`config.mk`:
```
export PLATFORM = sky130hd
export DESIGN_NAME = uart_rx_core
export DESIGN_NICKNAME = d
export VERILOG_FILES = /design/src/rtl/uart_rx_core.sv
export SDC_FILE = /design/constraint.sdc
export NUM_CORES = 1
export LEC_CHECK = 0
export ABC_AREA = 1
export CORE_MARGIN = 4
export CORE_UTILIZATION = 50
export CTS_BUF_LIST = sky130_fd_sc_hd__clkbuf_4 sky130_fd_sc_hd__clkbuf_8
export DETAILED_ROUTE_END_ITERATION = 7
export DONT_BUFFER_PORTS = 1
export PLACE_DENSITY_LB_ADDON = 0.08
export SYNTH_ARGS = -nofsm -noshare
export SYNTH_HDL_FRONTEND = slang
export SYNTH_SLANG_ARGS = --single-unit
```
`constraint.sdc`:
```
create_clock -name clk -period 1.54 [get_ports clk]
set_input_delay 0.308 -clock clk [delete_from_list [all_inputs] [get_ports clk]]
set_output_delay 0.308 -clock clk [all_outputs]
set_load 0.01 [all_outputs]
```
`src/rtl/uart_rx_core.sv`:
```
// UART receiver core: 2-flop line synchronizer, start-bit qualification,
// mid-bit sampling of an LSB-first payload, and stop-bit handling with
// one-cycle valid/break pulses. Received data holds between frames.
module uart_rx_core #(
    parameter int BIT_RATE     = 9600,
    parameter int CLK_HZ       = 50_000_000,
    parameter int PAYLOAD_BITS = 8,
    parameter int STOP_BITS    = 1
) (
    input  logic                    clk,
    input  logic                    reset,
    input  logic                    uart_rxd,
    input  logic                    uart_rx_en,
    output logic                    uart_rx_break,
    output logic                    uart_rx_valid,
    output logic [PAYLOAD_BITS-1:0] uart_rx_data
);

    localparam int CYCLES_PER_BIT = CLK_HZ / BIT_RATE;
    localparam int STOP_CYCLES    = CYCLES_PER_BIT * STOP_BITS;
    // Counter must reach the longest interval, which is the stop wait.
    localparam int CW = (STOP_CYCLES > 1) ? $clog2(STOP_CYCLES) : 1;
    localparam int BW = (PAYLOAD_BITS > 1) ? $clog2(PAYLOAD_BITS) : 1;

    localparam logic [CW-1:0] HALF_END = CW'(CYCLES_PER_BIT / 2 - 1);
    localparam logic [CW-1:0] BIT_END  = CW'(CYCLES_PER_BIT - 1);
    localparam logic [CW-1:0] STOP_END = CW'(STOP_CYCLES - 1);
    localparam logic [BW-1:0] LAST_BIT = BW'(PAYLOAD_BITS - 1);

    typedef enum logic [1:0] {
        IDLE,
        START,
        RECV,
        STOP
    } state_t;

    state_t                  state;
    state_t                  state_nxt;
    logic                    rxd_meta;
    logic                    rxd_sync;
    logic [CW-1:0]           cyc_cnt;
    logic [BW-1:0]           bit_cnt;
    logic [PAYLOAD_BITS-1:0] shreg;
    logic                    cyc_clr;
    logic                    shift_en;
    logic                    frame_done;

    // Two-flop synchronizer on the asynchronous serial line, idles high.
    always_ff @(posedge clk or posedge reset) begin
        if (reset) begin
            rxd_meta <= 1'b1;
            rxd_sync <= 1'b1;
        end else begin
            rxd_meta <= uart_rxd;
            rxd_sync <= rxd_meta;
        end
    end

    // FSM state register.
    always_ff @(posedge clk or posedge reset) begin
        if (reset) begin
            state <= IDLE;
        end else begin
            state <= state_nxt;
        end
    end

    // Next-state logic and per-cycle strobes for the datapath.
    always_comb begin
        state_nxt  = state;
        cyc_clr    = 1'b0;
        shift_en   = 1'b0;
        frame_done = 1'b0;
        case (state)
            IDLE: begin
                cyc_clr = 1'b1;
                // Enable only gates new frame starts; a frame in flight
                // always runs to completion.
                if (!rxd_sync && uart_rx_en) begin
                    state_nxt = START;
                end
            end
            START: begin
                if (cyc_cnt == HALF_END) begin
                    cyc_clr   = 1'b1;
                    state_nxt = rxd_sync ? IDLE : RECV;
                end
            end
            RECV: begin
                if (cyc_cnt == BIT_END) begin
                    cyc_clr  = 1'b1;
                    shift_en = 1'b1;
                    if (bit_cnt == LAST_BIT) begin
                        state_nxt = STOP;
                    end
                end
            end
            STOP: begin
                if (cyc_cnt == STOP_END) begin
                    cyc_clr    = 1'b1;
                    frame_done = 1'b1;
                    state_nxt  = IDLE;
                end
            end
            default: begin
                state_nxt = IDLE;
            end
        endcase
    end

    // Cycle counter timing the half-bit, bit and stop intervals.
    always_ff @(posedge clk or posedge reset) begin
        if (reset) begin
            cyc_cnt <= '0;
        end else if (cyc_clr) begin
            cyc_cnt <= '0;
        end else begin
            cyc_cnt <= cyc_cnt + 1'b1;
        end
    end

    // Payload bit counter and LSB-first shift register.
    always_ff @(posedge clk or posedge reset) begin
        if (reset) begin
            bit_cnt <= '0;
            shreg   <= '0;
        end else if (state == IDLE) begin
            bit_cnt <= '0;
        end else if (shift_en) begin
            bit_cnt <= bit_cnt + 1'b1;
            shreg   <= {rxd_sync, shreg[PAYLOAD_BITS-1:1]};
        end
    end

    // Registered outputs: one-cycle pulses and held payload on frame end.
    always_ff @(posedge clk or posedge reset) begin
        if (reset) begin
            uart_rx_valid <= 1'b0;
            uart_rx_break <= 1'b0;
            uart_rx_data  <= '0;
        end else begin
            uart_rx_valid <= frame_done;
            uart_rx_break <= frame_done && (shreg == '0) && !rxd_sync;
            if (frame_done) begin
                uart_rx_data <= shreg;
            end
        end
    end

endmodule

```
After elaboration in Yosys (flattened, before gate mapping)
Cells that the tools add are included.

Register bits: 38. Input bits: 4. Output and inout bits: 10. Word-level logic and storage cells: 48.

$add $sub $neg: 2. Equal/unequal tests: 11. Mux-type cells: 15. Bitwise operators: 1. Reductions and logical operators: 10.

Operator list (count): 13-bit by 1-bit adder with 13-bit output, second input constant (1); 13-bit by 12-bit == test with 1-bit output, second input constant (1); 13-bit == test, second input constant (1); 13-bit 2-to-1 mux (1); 2-bit 2-to-1 mux (6); 2-bit != test, second input constant (5); 8-bit zero test (1); 2-bit case mux with 4 select lines (1); 3-bit 2-to-1 mux (2); 5-bit AND reduction (1); 2-bit == test, second input constant (2); 1-bit 2-to-1 mux (4); 3-bit by 1-bit adder with 3-bit output, second input constant (1); 3-bit == test, second input constant (1); 1-bit logical AND (3); 1-bit case mux with 3 select lines (1); 2-bit by 1-bit == test with 1-bit output, second input constant (1); 2-bit zero test (1); 2-bit AND reduction (1); 2-bit nonzero test (1); 2-bit OR reduction (1); 1-bit zero test (1); 1-bit inverter (1).

Depth between registers and ports, before layout
Depth in word-level cells: 5. Depth in mapped cells: 11. Mapped depth without buffers: 10.

Worst setup path after synthesis
OpenSTA, ideal clock, no wires.

Path kind: reg-to-reg. From: reg cyc_cnt[0]. To: reg uart_rx_data[0]. Library setup time: 0.118 ns. Arrival: 1.376 ns. Required time: 1.422 ns. Path slack: 0.046 ns. Cell stages (with the launch flop): 12. Path through: dfrtp_1 > ha_1 > nand2_1 > inv_1 > nand2_1 > nor2_2 > nand2_4 > nor2_8 > inv_4 > buf_6 > nand2_1 > o21ai_2.

Longest elaborated chain between the ends: 3.

RTL lines: start: declaration (RTL line 41) `logic [CW-1:0] cyc_cnt;`; start signal: assignment (RTL line 118) `cyc_cnt <= cyc_cnt + 1'b1;`; 13-bit == test (RTL line 99) `if (cyc_cnt == STOP_END) begin`; 1-bit 2-to-1 mux (RTL line 99); 1-bit 2-to-1 mux (RTL line 74) `case (state)`; via frame_done (RTL line 46) `logic frame_done;`; end signal: assignment (RTL line 145) `uart_rx_data <= shreg;`; end: declaration (RTL line 16) `output logic [PAYLOAD_BITS-1:0] uart_rx_data`.

The timed path passes the listed nets, and every way through them passes these cells. A chain may end at the register's enable or synchronous reset.

Worst setup path after layout
From: reg cyc_cnt[0]. To: reg cyc_cnt[11].

Longest elaborated chain between the ends: 4. Elaborated cells between the ends (all ways): 7.

RTL lines: parallel branches: the longest is 3 deep, another holds 13-bit by 1-bit adder with 13-bit output; 13-bit 2-to-1 mux (*) (RTL line 115) `end else if (cyc_clr) begin`.

Every way passes the cells marked *.

==> out/summary.txt <==
Final antenna-violating net count: 0
Layout net count: 233
Share of layout cells above drive strength 1: 43.2%
Worst R2R End: cyc_cnt[11]
Starting DRT DRC Count: 79
Port bufs: 0
Top-area cell type share of the netlist area: 51.6%
Synthesis-stage register bit count: 38
CTS tree: done
Root buf cell: clkbuf_4
Sw Share: 19.9%
Most used DFF post-synth: dfrtp_1
Fin crit period: 1.70 ns
Top-count cell post-synth: nand2_1
TritonCTS Buffers: 5
Total grt overflow: 0
Design area: 2400 µm²
Synth top area cells: dfrtp_1, nand2_1, inv_1
Post-Syn Instances: 193
Sequential share of the synthesized area: 54.6%
Setup WS pre-CTS: -0.152 ns
Initial Util: 51.9%
Syn nets: 200
Pint: 1.52 mW
Max Slew Vio Count: 0
Chip width: 67.1 µm
Avg WL per Cell: 15.5 µm
Reg power frac: 53.0%
Clock Tree Buf Depth: 2
Critical Path RT: 1.78 ns
Vias per cell: 5.30
RD Place Congestion: 0.869
Post-synth ARST share: 100%
Core area: 3360 µm²
Max IR drop VDD: 0.541 mV
H-tree levels: 2
Critical path class: reg2reg
Cell Pwr Density: 787 nW/µm²
DRC: 0
Comb power frac: 1.5%
Reg2reg path depth: 10
Netlist Area Pre-Place: 1750 µm²
Placed inst area: 1900 µm²
FF-to-FF Start: cyc_cnt[0]
Crit-path max FO: 3
DR vias: 1,448
Die Height: 67.1 µm
First-pass GRT wire length: 6200 µm
Netlist cell types: 25
Final HPWL DP: 2470 µm
Setup TNS: -1.77 ns
Synth Warn #: 0
Switch Pwr: 0.376 mW
Largest net degree at the start of global routing: 39
WP data arrival: 1.94 ns
Vias in the first global route: 1,412
Tightest Pin Transition: 0.475 ns
Worst Hold Path EP: rxd_sync
Hold/Removal Path Class: reg2reg
Failing checks: negative setup slack
Row cnt: 21
Syn avg cell area: 9.04 µm²
Most frequent cells after synthesis: nand2_1, dfrtp_1, inv_1, nor2_1, o21ai_0
Fin worst setup slack: -0.157 ns
Reg2reg setup slack: -0.16 ns
Hold Worst Slack: 0.352 ns
GR Util All Layers: 19.0%
Worst slew margin: 68.4%
Sink Count: 38
Crit. End Element: flop
Clk Latency, worst-skew pair: 0.36 ns
Outcome: finished with violations
Largest area contributor in the netlist: dfrtp_1
Max-Cap Viols: 0
Clk pwr share: 45.4%
Setup Viol. Count Final: 30
DR pass1 iterations: 6
Post-synth EDFFs: 0
Hold path depth: 0
Final Hold Fails: 0
Period utilization: 110%
Die area: 4500 µm²
Fmax: 0.589 GHz
CP startpoint: cyc_cnt[0]
Leak: 1.16 nW
Initial antenna violation count: 0
Area delta synth->final: 37.7%
Routed WL: 4220 µm
Clock skew: 0.0227 ns
N_diodes: 0
I/O pin total: 14
CP Launch Type: flop
RSZ-0062 raised after global routing: true
Reg clk slew, reported paths: 0.13 ns
Beginning of the worst hold path: rxd_meta
# fillers: 266
==> cells in the final DEF, fill, tap and decap left out, types with 2 or more instances in the layout <==
master | synthesis | layout
a21oi_1 | 9 | 7
a21oi_2 | 0 | 2
a22o_1 | 2 | 2
buf_12 | 0 | 2
buf_4 | 0 | 19
buf_6 | 2 | 4
bufinv_16 | 0 | 2
clkbuf_4 | 0 | 5
dfrtp_1 | 36 | 35
dfstp_2 | 2 | 2
dlygate4sd3_1 | 0 | 2
ha_1 | 3 | 2
inv_1 | 27 | 24
inv_2 | 1 | 3
nand2_1 | 43 | 25
nand2_2 | 0 | 13
nand2_4 | 1 | 5
nand3_2 | 0 | 3
nand4_1 | 5 | 5
nor2_1 | 20 | 16
nor2_4 | 1 | 5
nor3_2 | 1 | 5
nor3_4 | 1 | 2
nor4_1 | 2 | 2
o21ai_1 | 0 | 4
o21ai_2 | 6 | 16
xor2_1 | 2 | 2
==> worst max-delay path by stage <==
| stage | to | cells after the start |
|---|---|---|
| finish | cyc_cnt[11] | 10 |
| global route | cyc_cnt[11] | 10 |
| CTS | shreg[4] | 11 |
| detailed placement | cyc_cnt[7] | 9 |
| global placement | cyc_cnt[7] | 9 |
| floorplan | uart_rx_data[0] | 11 |
==> sequential cells by signal, summed over array words and instances (netlist names), named ones only <==
| name | count |
|---|---|
| state | 1 |
| shreg | 8 |
| cyc_cnt | 13 |
| uart_rx_valid | 1 |
| rxd_meta | 1 |
| uart_rx_break | 1 |
| bit_cnt | 3 |
| rxd_sync | 1 |
| uart_rx_data | 8 |
==> worst max-delay path, stage by stage, from the launching register on <==
cell and delay (ns):
dfrtp_1 0.42, buf_4 0.13, buf_4 0.09, buf_4 0.10, nand3_2 0.14, nor2_4 0.18, nand3_4 0.10, nor2_4 0.16
nand2_1 0.08, xor2_1 0.15, nor2_1 0.06
==> cell type report <==
cell class / count / area [µm²] / area share, %
inverters: 29 / 129 / 5.36
flip-flops and latches: 38 / 955 / 39.7
well taps: 46 / 57.6 / 2.39
clock inverters: 3 / 68.8 / 2.86
multi-input cells: 124 / 883 / 36.8
clock buffers: 5 / 37.5 / 1.56
repair buffers: 28 / 273 / 11.3
==> cell families after synthesis <==
family	synth area share (%)
AND/OR/NAND/NOR	23.5
buffers and inverters	7.67
AO/OA/AOI/OAI	11.0
XOR/XNOR	1.00
adder cells (fa/ha/maj)	2.15
flip-flops	54.6
==> metrics by stage <==
stage | power [mW] | cells | util (%)
6_report | 1.89 | 273 | 71.5
5_1_grt | 1.97 | 273 | 71.5
4_1_cts | 1.91 | 271 | 65.1
3_5_place_dp | 1.05 | 249 | 56.4
3_3_place_gp | 1.05 | 249 | 56.4
2_1_floorplan | 1.04 | 193 | -
==> timing repair <==
action	4_1_cts	5_1_grt
pin swaps	5	13
cloned	1	0
endpoints found under the hold margin	37	0
buffers inserted	11	4
setup endpoints to repair	28	34
hold buffers	2	0
gates resized for setup	30	57
==> per-layer routing <==
metal  wire [µm]  track usage [%]  up-vias
met5           0                0        -
met4          84             10.6        0
met3         141             4.22        7
met1        1630             22.6      729
met2        2360             31.3       26
li1            -                -      686
==> power by group through the flow <==
| stage | Clock, mW | Combinational, mW | Sequential [mW] |
|---|---|---|---|
| 6_report | 0.860 | 0.0290 | 1.00 |
| 5_1_grt | 0.933 | 0.0344 | 1.00 |
| 4_1_cts | 0.880 | 0.0300 | 1.00 |
| 3_5_place_dp | 0 | 0.0260 | 1.02 |
| 3_3_place_gp | 0 | 0.0249 | 1.02 |
| 2_1_floorplan | 0 | 0.0176 | 1.02 |
Power figures use the tool's default switching activity.
